File: config.mk
export PLATFORM = sky130hd
export DESIGN_NAME = threshold2_mul_arb
export DESIGN_NICKNAME = d
export VERILOG_FILES = /design/src/rtl/threshold2_mul_pkg.sv /design/src/rtl/threshold2_mul_pipe.sv /design/src/rtl/threshold2_mul_arb.sv
export SDC_FILE = /design/constraint.sdc
export NUM_CORES = 1
export LEC_CHECK = 0
export BUFFER_PORTS_ARGS = -buffer_cell sky130_fd_sc_hd__buf_2
export CAP_MARGIN = 30
export CORE_MARGIN = 2
export CORE_UTILIZATION = 50
export CTS_CLUSTER_SIZE = 10
export DETAILED_ROUTE_END_ITERATION = 12
export PLACE_DENSITY = 0.78
export SETUP_SLACK_MARGIN = 0.1
export SLEW_MARGIN = 20
export SYNTH_ARGS = -nofsm -noshare
export SYNTH_HDL_FRONTEND = slang
export SYNTH_SLANG_ARGS = --single-unit
File: constraint.sdc
create_clock -name ap_clk -period 4.3 [get_ports ap_clk]
set_input_delay 0.215 -clock ap_clk [delete_from_list [all_inputs] [get_ports ap_clk]]
set_output_delay 0.215 -clock ap_clk [all_outputs]
set_load 0.005 [all_outputs]
File: src/rtl/threshold2_mul_pkg.sv
// Shared defaults for the round-robin arbiter in front of a shared two-stage multiplier.
package threshold2_mul_pkg;

  localparam int unsigned NREQ_DEF = 4;
  localparam int unsigned A_W_DEF  = 20;
  localparam int unsigned B_W_DEF  = 8;
  localparam int unsigned P_W_DEF  = A_W_DEF + B_W_DEF;

  // Requester index width; never narrower than one bit.
  function automatic int unsigned id_width(input int unsigned n);
    return (n > 1) ? $clog2(n) : 1;
  endfunction

  localparam int unsigned ID_W_DEF = id_width(NREQ_DEF);

endpackage

File: src/rtl/threshold2_mul_pipe.sv
// Two-stage unsigned multiplier: operand registers, then product register, one shared enable.
module threshold2_mul_pipe
  import threshold2_mul_pkg::*;
#(
  parameter int unsigned A_W = A_W_DEF,
  parameter int unsigned B_W = B_W_DEF,
  parameter int unsigned P_W = A_W + B_W
) (
  input  logic           clk,
  input  logic           ce,
  input  logic [A_W-1:0] a,
  input  logic [B_W-1:0] b,
  output logic [P_W-1:0] p
);

  logic [A_W-1:0] a_q;
  logic [B_W-1:0] b_q;
  logic [P_W-1:0] p_q;

  // Data path carries no reset; validity is tracked by the owner.
  always_ff @(posedge clk) begin
    if (ce) begin
      a_q <= a;
      b_q <= b;
      p_q <= P_W'(a_q) * P_W'(b_q);
    end
  end

  assign p = p_q;

endmodule

File: src/rtl/threshold2_mul_arb.sv
// Round-robin arbiter sharing one pipelined multiplier among NREQ requesters.
module threshold2_mul_arb
  import threshold2_mul_pkg::*;
#(
  parameter int unsigned NREQ = NREQ_DEF,
  parameter int unsigned A_W  = A_W_DEF,
  parameter int unsigned B_W  = B_W_DEF,
  parameter int unsigned P_W  = A_W + B_W,
  parameter int unsigned ID_W = id_width(NREQ)
) (
  input  logic              ap_clk,
  input  logic              ap_rst_n,
  input  logic [NREQ-1:0]     req_valid,
  output logic [NREQ-1:0]     req_ready,
  input  logic [NREQ*A_W-1:0] req_a,
  input  logic [NREQ*B_W-1:0] req_b,
  output logic              rsp_valid,
  input  logic              rsp_ready,
  output logic [P_W-1:0]    rsp_p,
  output logic [ID_W-1:0]   rsp_id,
  output logic [1:0]        inflight
);

  logic            v1_q, v2_q;
  logic [ID_W-1:0] id1_q, id2_q, ptr_q;
  logic [ID_W-1:0] gnt_id;
  logic            gnt_found;
  logic            ce;
  logic            xfer;
  logic [A_W-1:0]  sel_a;
  logic [B_W-1:0]  sel_b;

  // Stall only when the output register holds an unaccepted product.
  assign ce = !(v2_q && !rsp_ready);

  always_comb begin
    int unsigned idx;
    idx       = 0;
    gnt_found = 1'b0;
    gnt_id    = '0;
    for (int unsigned k = 0; k < NREQ; k++) begin
      idx = k + 32'(ptr_q);
      if (idx >= NREQ) idx = idx - NREQ;
      if (!gnt_found && req_valid[ID_W'(idx)]) begin
        gnt_found = 1'b1;
        gnt_id    = ID_W'(idx);
      end
    end
  end

  // Reset level gates the handshake so nothing is accepted while held in reset.
  assign xfer = ap_rst_n && ce && gnt_found;

  always_comb begin
    req_ready = '0;
    if (xfer) req_ready[gnt_id] = 1'b1;
  end

  assign sel_a = req_a[gnt_id*A_W +: A_W];
  assign sel_b = req_b[gnt_id*B_W +: B_W];

  always_ff @(posedge ap_clk or negedge ap_rst_n) begin
    if (!ap_rst_n) begin
      v1_q  <= 1'b0;
      v2_q  <= 1'b0;
      id1_q <= '0;
      id2_q <= '0;
      ptr_q <= '0;
    end else if (ce) begin
      v1_q  <= xfer;
      id1_q <= gnt_id;
      v2_q  <= v1_q;
      id2_q <= id1_q;
      if (xfer) ptr_q <= (gnt_id == ID_W'(NREQ - 1)) ? '0 : gnt_id + 1'b1;
    end
  end

  threshold2_mul_pipe #(
    .A_W (A_W),
    .B_W (B_W),
    .P_W (P_W)
  ) u_pipe (
    .clk (ap_clk),
    .ce  (ce),
    .a   (sel_a),
    .b   (sel_b),
    .p   (rsp_p)
  );

  assign rsp_valid = v2_q;
  assign rsp_id    = id2_q;
  assign inflight  = {1'b0, v1_q} + {1'b0, v2_q};

endmodule

# Yosys cells after proc, flatten, opt, wreduce, memory -nomap -nowiden
# Index checks and enable logic that the tools add are counted.
[word_totals]
in_bits = 119
wordCells = 70
output_inout_bits = 37
regBits = 64
[op_classes]
mux = 24
magnitude_cmp = 10
reduce_logical = 13
mul = 2
addsub = 9
n_eq_ne = 1
shifts = 2
n_bitwise = 1
[ops]
columns = ["op", "count"]
rows = [
  ["$shiftx A80 B8 Y20", 1],
  ["$shiftx A32 B6 Y8", 1],
  ["$mul A20 B8 Y28", 1],
  ["$mux W2", 9],
  ["$lt A2 B3 Y1 const B", 5],
  ["$ge A3 B3 Y1 const B", 3],
  ["$mux W1", 9],
  ["$bmux W1 S2", 4],
  ["$sub A2 B1 Y2 const B", 4],
  ["$logic_and A1 B1 Y1", 7],
  ["$add A2 B2 Y3 const A", 2],
  ["$logic_not A1 Y1", 5],
  ["$mul A2 B3 Y5 const B", 1],
  ["$mux W4", 1],
  ["$add A1 B2 Y3 const A", 1],
  ["$ge A2 B3 Y1 const B", 1],
  ["$add A1 B1 Y2", 1],
  ["$add A2 B1 Y2 const B", 1],
  ["$demux W1 S2", 1],
  ["$eq A2 B2 Y1 const B", 1],
  ["$ge A2 B1 Y1 const B", 1],
  ["$reduce_and A2 Y1", 1],
  ["$not A1 Y1", 1],
]

# Logic depth before layout (Yosys ltp)
# Gate-level depths: netlist of run 1.
[depth]
ltp_word = 19
depth_mapped = 18
depth_no_buf = 16

# By module
# A second synthesis of run 1 with hierarchy kept.
[hier_totals]
cells_unflattened = 807
hier_area_um2 = 8270.4
[by_module_without_submodules]
columns = ["module", "cells_per_inst", "area_per_inst_um2", "n_inst", "seq_area_each_um2"]
rows = [
  ["threshold2_mul_pipe", 663, 6864.1, 1, 1681.6],
  ["threshold2_mul_arb", 144, 1406.3, 1, 200.2],
]

# Worst setup path before layout of run 1
# No wires, ideal clock.
[synth_timing]
kind = "reg-to-reg"
start = "register u_pipe.b_q[7]"
end = "register u_pipe.p_q[20], in the netlist u_pipe.p[20] (data pin)"
path_stages_with_launch = 17
t_required_ps = 4035
path_slack_ps = -370
period_less_slack_ps = 4670
n_path_buf = 1
arrival_ps = 4405
setup_time_ps = 265
cell_sequence = "edfxtp_1 clkbuf_1 nand2_1 fa_1 fa_1 inv_1 fa_1 inv_1 fa_1 inv_1 ha_1 a21oi_1 o211ai_1 o22ai_1 o21ai_2 and4_1 or3_1"
[synth_between]
elab_chain_len = 1
[synth_lines]
columns = ["element", "line_no", "rtl"]
rows = [
  ["start, declared", "threshold2_mul_pipe.sv:17", "logic [B_W-1:0] b_q;"],
  ["start signal, assigned", "threshold2_mul_pipe.sv:24", "b_q <= b;"],
  ["$mul A20 B8 Y28", "threshold2_mul_pipe.sv:25", "p_q <= P_W'(a_q) * P_W'(b_q);"],
  ["end signal, assigned", "threshold2_mul_pipe.sv:25", ""],
  ["end, declared", "threshold2_mul_pipe.sv:18", "logic [P_W-1:0] p_q;"],
]
# No other way between the ends.
# A chain may end at the register's enable or synchronous reset.

# Worst setup path after layout of run 1
[layout_timing]
start = "register u_pipe.a_q[8]"
end = "register u_pipe.p_q[20], in the netlist u_pipe.p[20] (data pin)"
[layout_between]
elab_chain_len = 1
[layout_lines]
columns = ["element", "line_no", "rtl"]
rows = [
  ["start, declared", "threshold2_mul_pipe.sv:16", "logic [A_W-1:0] a_q;"],
  ["start signal, assigned", "threshold2_mul_pipe.sv:23", "a_q <= a;"],
  ["$mul A20 B8 Y28", "threshold2_mul_pipe.sv:25", ""],
]
# No other way between the ends.

==> summary.json, run 1 <==
{
  "sta": {
    "min_period_over_period": 1.05,
    "timing_max_transition_violations_final": 0,
    "timing_hold_violations_final": 0,
    "slew_headroom": 0.384,
    "report.final.setup_viol": 15,
    "finalSetupTns_ns": -1.80,
    "rsz0062_at_grt": "true",
    "achievable-frequency_mhz": 221,
    "clock_skew_ns": 0.0113,
    "final.setup.worst_slack_ns": -0.224,
    "final_period_minus_worst_setup_slack_ns": 4.52,
    "worst_slew_pin_tran_ns": 0.923
  },
  "cells_and_area": {
    "layout.cells.most_common": "sky130_fd_sc_hd__buf_2",
    "most-common-layout-cells": "sky130_fd_sc_hd__buf_2, sky130_fd_sc_hd__inv_1, sky130_fd_sc_hd__and2_1, sky130_fd_sc_hd__fa_1, sky130_fd_sc_hd__buf_4",
    "drive_above_1_share": 0.380,
    "finish.net_count": 1357,
    "antenna_cells": 0,
    "area_delta_synth_final_pct": 34.3
  },
  "global_routing": {
    "overflow": 0,
    "groute.usage.overall": 0.224,
    "grt_antenna_before_repair": 0,
    "grt_first_pass_wirelength_mm": 31.6,
    "largest_net_degree_at_the_start_of_global_routing": 60,
    "vias_in_the_first_global_route": 6739
  },
  "outcome": {
    "outcome": "complete, but fails checks",
    "violations": "negative setup slack"
  },
  "synthesis": {
    "synth-edff-count": 56,
    "dominantRegCellSynth": "sky130_fd_sc_hd__edfxtp_1",
    "cells_after_synthesis": 824,
    "synth_sequential_area_ratio": 0.227,
    "syn-mean-instance-area_um2": 10.1,
    "synth_area_mm2": 0.00829,
    "synth.yosys.warnings": 0,
    "ys_seq_elements": 64,
    "async_flop_share": 0.125,
    "syn_nets": 1104,
    "number_of_distinct_library_cell_variants_in_the_gate_level_netlist_after_synthesis": 54
  },
  "worst_setup_path": {
    "cp_cell_sequence": "buf_6 > and2_1 > fa_1 > fa_1 > fa_1 > inv_1 > fa_1 > inv_1 > ha_4 > nand2_1 > a21o_1 > o21ai_4 > nor2_1 > or3_1",
    "reg2reg_to": "u_pipe.p[20]$_DFFE_PN_",
    "worst_path_largest_cell_delay_ns": 0.54,
    "cp_max_fo": 5,
    "timing.setup.critical_path_class": "reg2reg",
    "crit_path_frequent_cell": "sky130_fd_sc_hd__fa_1",
    "crit_path_start_kind": "register",
    "capturing_element_type_of_the_critical_path": "register",
    "rr_worst_depth": 14,
    "timing.critical_path.buf_inv": 3,
    "timing.critical_path.max_delay_family": "adder cells",
    "timing.critical_path.arrival_ns": 4.62,
    "reg2reg_start": "u_pipe.a_q[8]$_DFFE_PN_",
    "critical-path-slowest-cell": "sky130_fd_sc_hd__fa_1",
    "reg2reg_setup_slack_ns": -0.22,
    "required_ns": 4.39
  },
  "die": {
    "fp.dieArea_mm2": 0.0176,
    "core_area_mm2": 0.0164,
    "initial_core_utilization": 0.505,
    "floorplan.die.width_um": 133,
    "chipHeight_um": 133,
    "num_rows": 47,
    "number_of_placed_i_o_pins": 156
  },
  "routing": {
    "drt-met1-wl_mm": 8.34,
    "drc": 0,
    "drt-total-wl_mm": 19.5,
    "wl_per_cell_um": 15.0,
    "met2WireLength_mm": 9.52,
    "route.vias.total": 6616,
    "met3WireLength_mm": 1.09,
    "detail_route.vias_per_cell": 5.08,
    "postRouteAntennaNets": 0,
    "drt_iter0_markers": 428,
    "highest_layer": "met4",
    "dr.pass1.iters": 5
  },
  "clock_network": {
    "cts_max_path_buffers": 2,
    "cts_num_sinks": 64,
    "clk_root_buffer_cell": "sky130_fd_sc_hd__clkbuf_16",
    "num_cts_buffers": 9,
    "clk_pin_slew_worst_paths_ns": 0.06,
    "cts_tree": "built",
    "worstSkewPairLatency_ns": 0.36,
    "h-tree-depth": 3
  },
  "placement": {
    "hpwlAfterDp_mm": 14.8,
    "routabilityCongestion": 0.931,
    "buffer_ports.inserted": 155
  },
  "worst_hold_path": {
    "hold_path.startpoint": "rsp_ready",
    "hold_path_depth": 4,
    "min_delay_worst_endpoint": "rsp_id[0]$_DFFE_PN0N_",
    "min-delay-path-class": "in2reg"
  },
  "job": {
    "max_cap_violations": 0
  }
}
## worst max-delay path by stage
stage | endpoint | slack, ns | depth (start not counted) | startpoint
after detailed placement | u_pipe.p[23]$_DFFE_PN_ | -0.28 | 15 | u_pipe.a_q[0]$_DFFE_PN_
after CTS | u_pipe.p[20]$_DFFE_PN_ | -0.19 | 16 | u_pipe.b_q[4]$_DFFE_PN_
after floorplan | u_pipe.p[20]$_DFFE_PN_ | 0.02 | 15 | u_pipe.b_q[2]$_DFFE_PN_
after global placement | u_pipe.p[23]$_DFFE_PN_ | -0.21 | 15 | u_pipe.a_q[0]$_DFFE_PN_
final | u_pipe.p[20]$_DFFE_PN_ | -0.22 | 14 | u_pipe.a_q[8]$_DFFE_PN_
after global routing | u_pipe.p[20]$_DFFE_PN_ | -0.36 | 16 | u_pipe.b_q[7]$_DFFE_PN_
## layout make-up
cell class	instances	area (um^2)
multi-input cells	594	6340
fillers	1219	5280
flip-flops and latches	64	1880
repair buffers	278	1800
inverters	130	488
clock buffers	13	314
well taps	220	275
clock inverters	3	23.8
## flip-flops by register name (all words and copies together) (netlist names)
| name | flops |
|---|---|
| u_pipe.p | 28 |
| u_pipe.a_q | 20 |
| u_pipe.b_q | 8 |
| id1_q | 2 |
| ptr_q | 2 |
| rsp_id | 2 |
| rsp_valid | 1 |
| v1_q | 1 |
## cell usage after synthesis (2+ instances only)
library cell / number / area (um^2)
sky130_fd_sc_hd__a21o_1: 13 / 97.6
sky130_fd_sc_hd__a21oi_1: 29 / 145
sky130_fd_sc_hd__and2_1: 126 / 788
sky130_fd_sc_hd__and3_1: 3 / 18.8
sky130_fd_sc_hd__buf_12: 3 / 60.1
sky130_fd_sc_hd__buf_2: 2 / 10.0
sky130_fd_sc_hd__buf_4: 3 / 22.5
sky130_fd_sc_hd__clkbuf_1: 27 / 101
sky130_fd_sc_hd__dfrtp_1: 8 / 200
sky130_fd_sc_hd__edfxtp_1: 56 / 1680
sky130_fd_sc_hd__fa_1: 108 / 2160
sky130_fd_sc_hd__ha_1: 53 / 663
sky130_fd_sc_hd__inv_1: 129 / 484
sky130_fd_sc_hd__mux2i_1: 86 / 861
sky130_fd_sc_hd__nand2_1: 68 / 255
sky130_fd_sc_hd__nand2b_1: 2 / 12.5
sky130_fd_sc_hd__nand3_1: 8 / 40.0
sky130_fd_sc_hd__nand4_1: 5 / 31.3
sky130_fd_sc_hd__nor2_1: 14 / 52.6
sky130_fd_sc_hd__nor2b_1: 2 / 12.5
sky130_fd_sc_hd__nor3_1: 6 / 30.0
sky130_fd_sc_hd__nor3b_1: 2 / 15.0
sky130_fd_sc_hd__o2111ai_1: 3 / 26.3
sky130_fd_sc_hd__o211ai_1: 2 / 15.0
sky130_fd_sc_hd__o21a_1: 4 / 30.0
sky130_fd_sc_hd__o21ai_0: 14 / 70.1
sky130_fd_sc_hd__o21ai_1: 2 / 10.0
sky130_fd_sc_hd__o21bai_1: 2 / 15.0
sky130_fd_sc_hd__o311ai_0: 2 / 17.5
sky130_fd_sc_hd__xnor2_1: 10 / 87.6
sky130_fd_sc_hd__xor2_1: 9 / 78.8
## routing by layer
layer  GRT usage  vias up
li1            -     3179
met1       0.286     3158
met2       0.376      236
met3      0.0414       43
met4      0.0956        0
met5           0        -
## tightest hold or removal path, cell delays in order
cell	delay [ns]
sky130_fd_sc_hd__buf_2	0.08
sky130_fd_sc_hd__nor2b_1	0.10
sky130_fd_sc_hd__nand2_1	0.09
sky130_fd_sc_hd__nand2_1	0.04
## stage by stage
stage	hold slack [ns]	area [um^2]	setup WS, ns	utilization	instances
final	0.214	11100	-0.224	0.678	1302
after floorplan	-0.0806	8600	0.0213	-	824
after CTS	0.213	10800	-0.185	0.661	1295
after detailed placement	0.0701	10100	-0.277	0.615	1255
after global placement	0.0684	10100	-0.206	0.615	1255
after global routing	0.257	11100	-0.355	0.678	1302
## what timing repair did
| item | in CTS | in global routing |
|---|---|---|
| hold buffers | 1 | 0 |
| gates resized for setup | 64 | 50 |
| buffers inserted | 23 | 8 |
| endpoints found under the setup margin | 18 | 20 |
| endpoints found under the hold margin | 8 | 0 |
| pin swaps | 52 | 26 |
## cells by family after synthesis
group	share of synthesized area
buffers and inverters	0.0832
AO/OA/AOI/OAI	0.0654
XOR/XNOR	0.0201
AND/OR/NAND/NOR	0.158
multiplexers	0.106
adder cells (fa/ha/maj)	0.341
flip-flops	0.227
Power of run 1 is not shown: default switching activity piles up to over one toggle a cycle in this logic, so the estimate is an artifact.
==> inputs of run 2 (changes only) <==
Settings changed: CTS_BUF_LIST set to sky130_fd_sc_hd__clkbuf_4.
==> run 2 against run 1 <==
Effect of this change: the run still ends with negative setup slack left; critical path depth is 1 higher; setup slack worse by 0.067 ns; via count is 0.35% higher; fmax is 1.5% lower; sequential cell count stayed put; worst hold slack worse by 0.12 ns; count of clock-buffer cells in the layout is 4 lower; critical endpoint unchanged; largest cell class unchanged.
==> summary.json, run 2 (synthesized netlist as in run 1, its figures left out) <==
{
  "outcome": {
    "outcome": "complete, but fails checks",
    "violations": "negative setup slack"
  },
  "routing": {
    "drt-total-wl": {"value": 19.5, "unit": "mm", "change": "about the same"},
    "drt_iter0_markers": {"value": 453, "change": "+5.8%"},
    "drc": {"value": 0, "change": "unchanged"},
    "detail_route.vias_per_cell": {"value": 5.08, "change": "about the same"},
    "highest_layer": "met4",
    "met3WireLength": {"value": 1.10, "unit": "mm", "change": "+1.4%"},
    "dr.pass1.iters": {"value": 5, "change": "unchanged"},
    "drt-met1-wl": {"value": 8.29, "unit": "mm", "change": "-0.65%"},
    "wl_per_cell": {"value": 14.9, "unit": "um", "change": "-0.28%"},
    "postRouteAntennaNets": {"value": 0, "change": "unchanged"},
    "route.vias.total": {"value": 6639, "change": "+0.35%"},
    "met2WireLength": {"value": 9.62, "unit": "mm", "change": "+1.1%"}
  },
  "global_routing": {
    "vias_in_the_first_global_route": {"value": 6669, "change": "-1.0%"},
    "groute.usage.overall": {"value": 0.217, "change": "-0.00681"},
    "grt_antenna_before_repair": {"value": 1, "change": "+1"},
    "grt_first_pass_wirelength": {"value": 30.8, "unit": "mm", "change": "-2.7%"},
    "largest_net_degree_at_the_start_of_global_routing": {"value": 60, "change": "unchanged"},
    "overflow": {"value": 0, "change": "unchanged"}
  },
  "cells_and_area": {
    "max_reg_flops": {"value": 28, "change": "unchanged"},
    "final_area": {"value": 0.0110, "unit": "mm^2", "change": "-1.4%"},
    "layout.cells.most_common": "sky130_fd_sc_hd__buf_2",
    "non_filler_cells_in_the_finished_layout": {"value": 1306, "change": "+0.31%"},
    "area_delta_synth_final_pct": 32.4,
    "finish.net_count": {"value": 1360, "change": "+0.22%"},
    "multi_input_comb_area": {"value": 0.00633, "unit": "mm^2", "change": "-0.30%"},
    "drive_above_1_share": {"value": 0.382, "change": "+0.00171"},
    "most-common-layout-cells": "sky130_fd_sc_hd__buf_2, sky130_fd_sc_hd__inv_1, sky130_fd_sc_hd__and2_1, sky130_fd_sc_hd__buf_4, sky130_fd_sc_hd__fa_1",
    "ff_latch_area": {"value": 0.00188, "unit": "mm^2", "change": "unchanged"},
    "final.fill_count": {"value": 1241, "change": "+1.8%"}
  },
  "placement": {
    "standard_cell_area_after_detailed_placement": {"value": 0.0101, "unit": "mm^2", "change": "unchanged"},
    "placed_cell_count": {"value": 1255, "change": "unchanged"},
    "routabilityCongestion": {"value": 0.931, "change": "unchanged"},
    "buffer_ports.inserted": {"value": 155, "change": "unchanged"},
    "hpwlAfterDp": {"value": 14.8, "unit": "mm", "change": "unchanged"}
  },
  "worst_hold_path": {
    "hold_path_depth": {"value": 4, "change": "unchanged"},
    "min_delay_worst_endpoint": "rsp_id[0]$_DFFE_PN0N_",
    "min-delay-path-class": "in2reg",
    "hold_path.startpoint": "rsp_ready"
  },
  "worst_setup_path": {
    "critical-path-slowest-cell": "sky130_fd_sc_hd__fa_1",
    "timing.critical_path.arrival": {"value": 4.80, "unit": "ns", "change": "+0.18 ns"},
    "cp_max_fo": {"value": 6, "change": "+1"},
    "cp_cell_sequence": "buf_6 > and2_1 > fa_1 > fa_1 > fa_1 > inv_1 > fa_1 > inv_2 > ha_4 > a21oi_4 > nand3_2 > o22ai_4 > o21ai_4 > and4_1 > or3_1",
    "crit_path_frequent_cell": "sky130_fd_sc_hd__fa_1",
    "capturing_element_type_of_the_critical_path": "register",
    "timing.setup.critical_path_class": "reg2reg",
    "crit_path_start_kind": "register",
    "required": {"value": 4.51, "unit": "ns", "change": "+0.12 ns"},
    "reg2reg_to": "u_pipe.p[20]$_DFFE_PN_",
    "worst_setup_path_startpoint": "u_pipe.b_q[6]$_DFFE_PN_",
    "reg2reg_setup_slack": {"value": -0.29, "unit": "ns", "change": "-0.07 ns"},
    "rr_worst_depth": {"value": 15, "change": "+1"},
    "reg2reg_start": "u_pipe.b_q[6]$_DFFE_PN_",
    "worst_path_largest_cell_delay": {"value": 0.55, "unit": "ns", "change": "about the same"}
  },
  "job": {
    "max_cap_violations": {"value": 0, "change": "unchanged"}
  },
  "die": {
    "initial_core_utilization": {"value": 0.505, "change": "unchanged"},
    "chipHeight": {"value": 133, "unit": "um", "change": "unchanged"},
    "core_area": {"value": 0.0164, "unit": "mm^2", "change": "unchanged"},
    "floorplan.die.width": {"value": 133, "unit": "um", "change": "unchanged"},
    "fp.dieArea": {"value": 0.0176, "unit": "mm^2", "change": "unchanged"},
    "number_of_placed_i_o_pins": {"value": 156, "change": "unchanged"},
    "num_rows": {"value": 47, "change": "unchanged"}
  },
  "sta": {
    "slew_headroom": {"value": 0.385, "change": "+0.000702"},
    "min_period_over_period": {"value": 1.07, "change": "+0.0157"},
    "timing_hold_violations_final": {"value": 0, "change": "unchanged"},
    "clock_skew": {"value": 0.0317, "unit": "ns", "change": "+0.0204 ns"},
    "worst_slew_pin_tran": {"value": 0.922, "unit": "ns", "change": "-0.00105 ns"},
    "rsz0062_at_grt": "true",
    "worst_hold_slack": {"value": 0.0964, "unit": "ns", "change": "-0.118 ns"},
    "final.setup.worst_slack": {"value": -0.291, "unit": "ns", "change": "-0.0674 ns"},
    "achievable-frequency": {"value": 218, "unit": "MHz", "change": "-1.5%"},
    "final_period_minus_worst_setup_slack": {"value": 4.59, "unit": "ns", "change": "+0.0674 ns"},
    "report.final.setup_viol": {"value": 15, "change": "unchanged"},
    "timing_max_transition_violations_final": {"value": 0, "change": "unchanged"}
  },
  "clock_network": {
    "clk_pin_slew_worst_paths": {"value": 0.12, "unit": "ns", "change": "+0.06 ns"},
    "cts_num_sinks": {"value": 64, "change": "unchanged"},
    "clk_root_buffer_cell": "sky130_fd_sc_hd__clkbuf_4",
    "worstSkewPairLatency": {"value": 0.47, "unit": "ns", "change": "+0.11 ns"},
    "cts_tree": "built",
    "cts_max_path_buffers": {"value": 2, "change": "unchanged"},
    "num_cts_buffers": {"value": 9, "change": "unchanged"},
    "h-tree-depth": {"value": 3, "change": "unchanged"}
  }
}
## run 2: how the worst max path moves through the flow
| stage | slack (ns) | end | cells after the start |
|---|---|---|---|
| final | -0.29 | u_pipe.p[20]$_DFFE_PN_ | 15 |
| after global routing | -0.44 | u_pipe.p[20]$_DFFE_PN_ | 15 |
| after detailed placement | -0.28 | u_pipe.p[23]$_DFFE_PN_ | 15 |
| after floorplan | 0.02 | u_pipe.p[20]$_DFFE_PN_ | 15 |
| after global placement | -0.21 | u_pipe.p[23]$_DFFE_PN_ | 15 |
| after CTS | -0.21 | u_pipe.p[26]$_DFFE_PN_ | 15 |
## run 2: final cells by class
type,instances,area share
antenna,1,0.000228
clock inverter,7,0.0107
tap,220,0.0251
multi-input combinational,594,0.576
clock buffer,9,0.00616
sequential,64,0.171
inverter,130,0.0445
timing repair buffer,281,0.166
## run 2: layer usage
layer  GRT usage  vias up
li1            -     3185
met5           0        -
met4      0.0705        0
met1       0.282     3187
met2       0.369      234
met3      0.0418       33
## run 2: metrics by stage
step                TNS, ns  setup WS [ns]   util
finish                -2.02         -0.291  0.669
floorplan                 0         0.0213      -
global route          -4.72         -0.440  0.669
CTS                   -1.74         -0.215  0.644
global placement      -1.67         -0.206  0.615
detailed placement    -2.62         -0.277  0.615
## run 2: critical path: cells and delay by family (launching register included)
family                     cells  cell delay (ns)
and+or+nand+nor                4             0.77
DFF                            1             0.51
adders and majority gates      5             2.25
buffers and inverters          3             0.28
AOI/OAI and AO/OA              3             0.53
## run 2: timing repair
item	4_1_cts	5_1_grt
gates resized for setup	50	63
setup buffers	16	17
hold endpoints to repair	8	0
hold buffers	1	0
pin swaps	13	40
setup endpoints to repair	18	19
Power of run 2 is left out for the same reason.
==> inputs of run 3 (changes only) <==
Settings changed: PLACE_DENSITY 0.78 to not set, PLACE_DENSITY_LB_ADDON set to 0.2, SETUP_SLACK_MARGIN 0.1 to 0.05.
==> run 3 against run 2 <==
Effect of this change: count of clock-buffer cells in the layout stayed put; the run still ends with negative setup slack left; critical path type unchanged; sequential cell count is the same; highest routed layer unchanged; routed wire length fell by 6.9%; largest cell class unchanged.
==> summary.json, run 3 (synthesized netlist as in run 1, its figures left out) <==
{
  "global_routing": {
    "vias_in_the_first_global_route": {"value": 6538, "change": "-2.0%"},
    "groute.usage.overall": {"value": 0.216, "change": "-0.00187"},
    "largest_net_degree_at_the_start_of_global_routing": {"value": 60, "change": "unchanged"},
    "grt_antenna_before_repair": {"value": 1, "change": "unchanged"},
    "grt_first_pass_wirelength": {"value": 30.7, "unit": "mm", "change": "-0.14%"},
    "overflow": {"value": 0, "change": "unchanged"}
  },
  "sta": {
    "clock_skew": {"value": 0.0330, "unit": "ns", "change": "+0.00129 ns"},
    "finalSetupTns": {"value": -1.20, "unit": "ns", "change": "+0.819 ns"},
    "timing_max_transition_violations_final": {"value": 0, "change": "unchanged"},
    "min_period_over_period": {"value": 1.04, "change": "-0.0227"},
    "worst_slew_pin_tran": {"value": 0.929, "unit": "ns", "change": "+0.00696 ns"},
    "achievable-frequency": {"value": 223, "unit": "MHz", "change": "+2.2%"},
    "rsz0062_at_grt": "true",
    "final_period_minus_worst_setup_slack": {"value": 4.49, "unit": "ns", "change": "-0.0976 ns"},
    "slew_headroom": {"value": 0.380, "change": "-0.00464"},
    "timing_hold_violations_final": {"value": 0, "change": "unchanged"},
    "report.final.setup_viol": {"value": 13, "change": "-2"},
    "final.setup.worst_slack": {"value": -0.193, "unit": "ns", "change": "+0.0976 ns"}
  },
  "clock_network": {
    "clk_pin_slew_worst_paths": {"value": 0.16, "unit": "ns", "change": "+0.04 ns"},
    "cts_max_path_buffers": {"value": 2, "change": "unchanged"},
    "cts_tree": "built",
    "num_cts_buffers": {"value": 9, "change": "unchanged"},
    "worstSkewPairLatency": {"value": 0.49, "unit": "ns", "change": "+0.02 ns"},
    "cts_num_sinks": {"value": 64, "change": "unchanged"},
    "h-tree-depth": {"value": 3, "change": "unchanged"},
    "clk_root_buffer_cell": "sky130_fd_sc_hd__clkbuf_4"
  },
  "cells_and_area": {
    "ff_latch_area": {"value": 0.00188, "unit": "mm^2", "change": "unchanged"},
    "final.fill_count": {"value": 1283, "change": "+3.4%"},
    "area_delta_synth_final_pct": 30.5,
    "multi_input_comb_area": {"value": 0.00628, "unit": "mm^2", "change": "-0.77%"},
    "layout.cells.most_common": "sky130_fd_sc_hd__buf_2",
    "max_reg_flops": {"value": 28, "change": "unchanged"},
    "finish.net_count": {"value": 1354, "change": "-0.44%"},
    "drive_above_1_share": {"value": 0.373, "change": "-0.00807"},
    "final_area": {"value": 0.0108, "unit": "mm^2", "change": "-1.4%"},
    "most-common-layout-cells": "sky130_fd_sc_hd__buf_2, sky130_fd_sc_hd__inv_1, sky130_fd_sc_hd__and2_1, sky130_fd_sc_hd__fa_1, sky130_fd_sc_hd__buf_4"
  },
  "routing": {
    "wl_per_cell": {"value": 13.9, "unit": "um", "change": "-6.4%"},
    "drc": {"value": 0, "change": "unchanged"},
    "drt_iter0_markers": {"value": 314, "change": "-31%"},
    "route.vias.total": {"value": 6428, "change": "-3.2%"},
    "postRouteAntennaNets": {"value": 0, "change": "unchanged"},
    "dr.pass1.iters": {"value": 4, "change": "-1"},
    "drt-total-wl": {"value": 18.1, "unit": "mm", "change": "-6.9%"},
    "detail_route.vias_per_cell": {"value": 4.94, "change": "-2.7%"}
  },
  "worst_setup_path": {
    "timing.setup.critical_path_class": "reg2reg",
    "reg2reg_to": "u_pipe.p[27]$_DFFE_PN_",
    "capturing_element_type_of_the_critical_path": "register",
    "rr_worst_depth": {"value": 14, "change": "-1"},
    "reg2reg_setup_slack": {"value": -0.19, "unit": "ns", "change": "+0.10 ns"},
    "cp_max_fo": {"value": 8, "change": "+2"},
    "reg2reg_start": "u_pipe.b_q[6]$_DFFE_PN_",
    "timing.critical_path.arrival": {"value": 4.73, "unit": "ns", "change": "-0.07 ns"},
    "crit_path_start_kind": "register",
    "required": {"value": 4.54, "unit": "ns", "change": "+0.03 ns"}
  },
  "die": {
    "fp.dieArea": {"value": 0.0176, "unit": "mm^2", "change": "unchanged"},
    "number_of_placed_i_o_pins": {"value": 156, "change": "unchanged"},
    "num_rows": {"value": 47, "change": "unchanged"},
    "floorplan.die.width": {"value": 133, "unit": "um", "change": "unchanged"},
    "initial_core_utilization": {"value": 0.505, "change": "unchanged"},
    "chipHeight": {"value": 133, "unit": "um", "change": "unchanged"},
    "core_area": {"value": 0.0164, "unit": "mm^2", "change": "unchanged"}
  },
  "placement": {
    "hpwlAfterDp": {"value": 14.5, "unit": "mm", "change": "-2.6%"},
    "routabilityCongestion": {"value": 0.849, "change": "-8.8%"},
    "buffer_ports.inserted": {"value": 155, "change": "unchanged"},
    "standard_cell_area_after_detailed_placement": {"value": 0.0101, "unit": "mm^2", "change": "+0.16%"}
  },
  "job": {
    "max_cap_violations": {"value": 0, "change": "unchanged"}
  },
  "outcome": {
    "violations": "negative setup slack",
    "outcome": "complete, but fails checks"
  },
  "worst_hold_path": {
    "min-delay-path-class": "in2async"
  }
}
run 3: changes by cell type in the layout (fill, tap and decap cells not counted), sizes merged:
| cell | change |
|---|---|
| buf | -5 |
| clkbuf | -1 |
| bufinv | -3 |
| inv | +4 |
| clkinv | -1 |
run 3: what timing repair did:
action	4_1_cts	5_1_grt
gates resized for setup	23	79
buffers inserted	8	14
endpoints found under the hold margin	8	0
setup endpoints to repair	18	19
pin swaps	8	33
hold buffers	1	0
cloned	0	0
run 3: worst max-delay path: stages, from the launching register on:
cell                       delay [ns]
sky130_fd_sc_hd__edfxtp_1        0.43
sky130_fd_sc_hd__buf_6           0.16
sky130_fd_sc_hd__buf_4           0.16
sky130_fd_sc_hd__and2_1          0.15
sky130_fd_sc_hd__fa_1            0.53
sky130_fd_sc_hd__fa_1            0.45
sky130_fd_sc_hd__fa_1            0.51
sky130_fd_sc_hd__fa_1            0.42
sky130_fd_sc_hd__ha_1            0.39
sky130_fd_sc_hd__a21oi_1         0.27
sky130_fd_sc_hd__o21ai_0         0.13
sky130_fd_sc_hd__o31ai_1         0.28
sky130_fd_sc_hd__buf_4           0.18
sky130_fd_sc_hd__a41o_1          0.17
sky130_fd_sc_hd__a21oi_1         0.04
run 3: how the worst max path moves through the flow:
stage                       startpoint                      to  slack, ns  cells past startpoint
2_1_floorplan  u_pipe.b_q[5]$_DFFE_PN_  u_pipe.p[20]$_DFFE_PN_     -0.009                     15
3_3_place_gp   u_pipe.b_q[6]$_DFFE_PN_  u_pipe.p[23]$_DFFE_PN_      -0.21                     14
3_5_place_dp   u_pipe.b_q[6]$_DFFE_PN_  u_pipe.p[21]$_DFFE_PN_      -0.29                     14
4_1_cts        u_pipe.a_q[4]$_DFFE_PN_  u_pipe.p[20]$_DFFE_PN_      -0.21                     15
5_1_grt        u_pipe.a_q[5]$_DFFE_PN_  u_pipe.p[20]$_DFFE_PN_      -0.36                     15
6_report       u_pipe.b_q[6]$_DFFE_PN_  u_pipe.p[27]$_DFFE_PN_      -0.19                     14
run 3: area by class of cell:
cell class | instances | share of cell area
repair buffers | 275 | 0.163
clock buffers | 9 | 0.00625
clock inverters | 7 | 0.00544
multi-input cells | 594 | 0.580
flip-flops and latches | 64 | 0.174
inverters | 130 | 0.0451
diodes | 1 | 0.000231
well taps | 220 | 0.0254
run 3: through the flow:
stage / util / cells / hold WS [ns] / setup slack [ns]
4_1_cts: 0.635 / 1285 / 0.0471 / -0.211
3_3_place_gp: 0.616 / 1260 / 0.0696 / -0.209
3_5_place_dp: 0.616 / 1260 / 0.0711 / -0.289
5_1_grt: 0.659 / 1300 / 0.0816 / -0.360
2_1_floorplan: - / 824 / -0.0806 / -0.00933
6_report: 0.659 / 1300 / 0.0640 / -0.193
run 3: per-layer routing:
layer	vias up	track usage	routed length (um)
li1	3185	-	-
met1	3055	0.298	8480
met2	170	0.356	8540
met3	18	0.0295	852
met4	0	0.0657	266
met5	-	0	0
Power of run 3 is left out for the same reason.
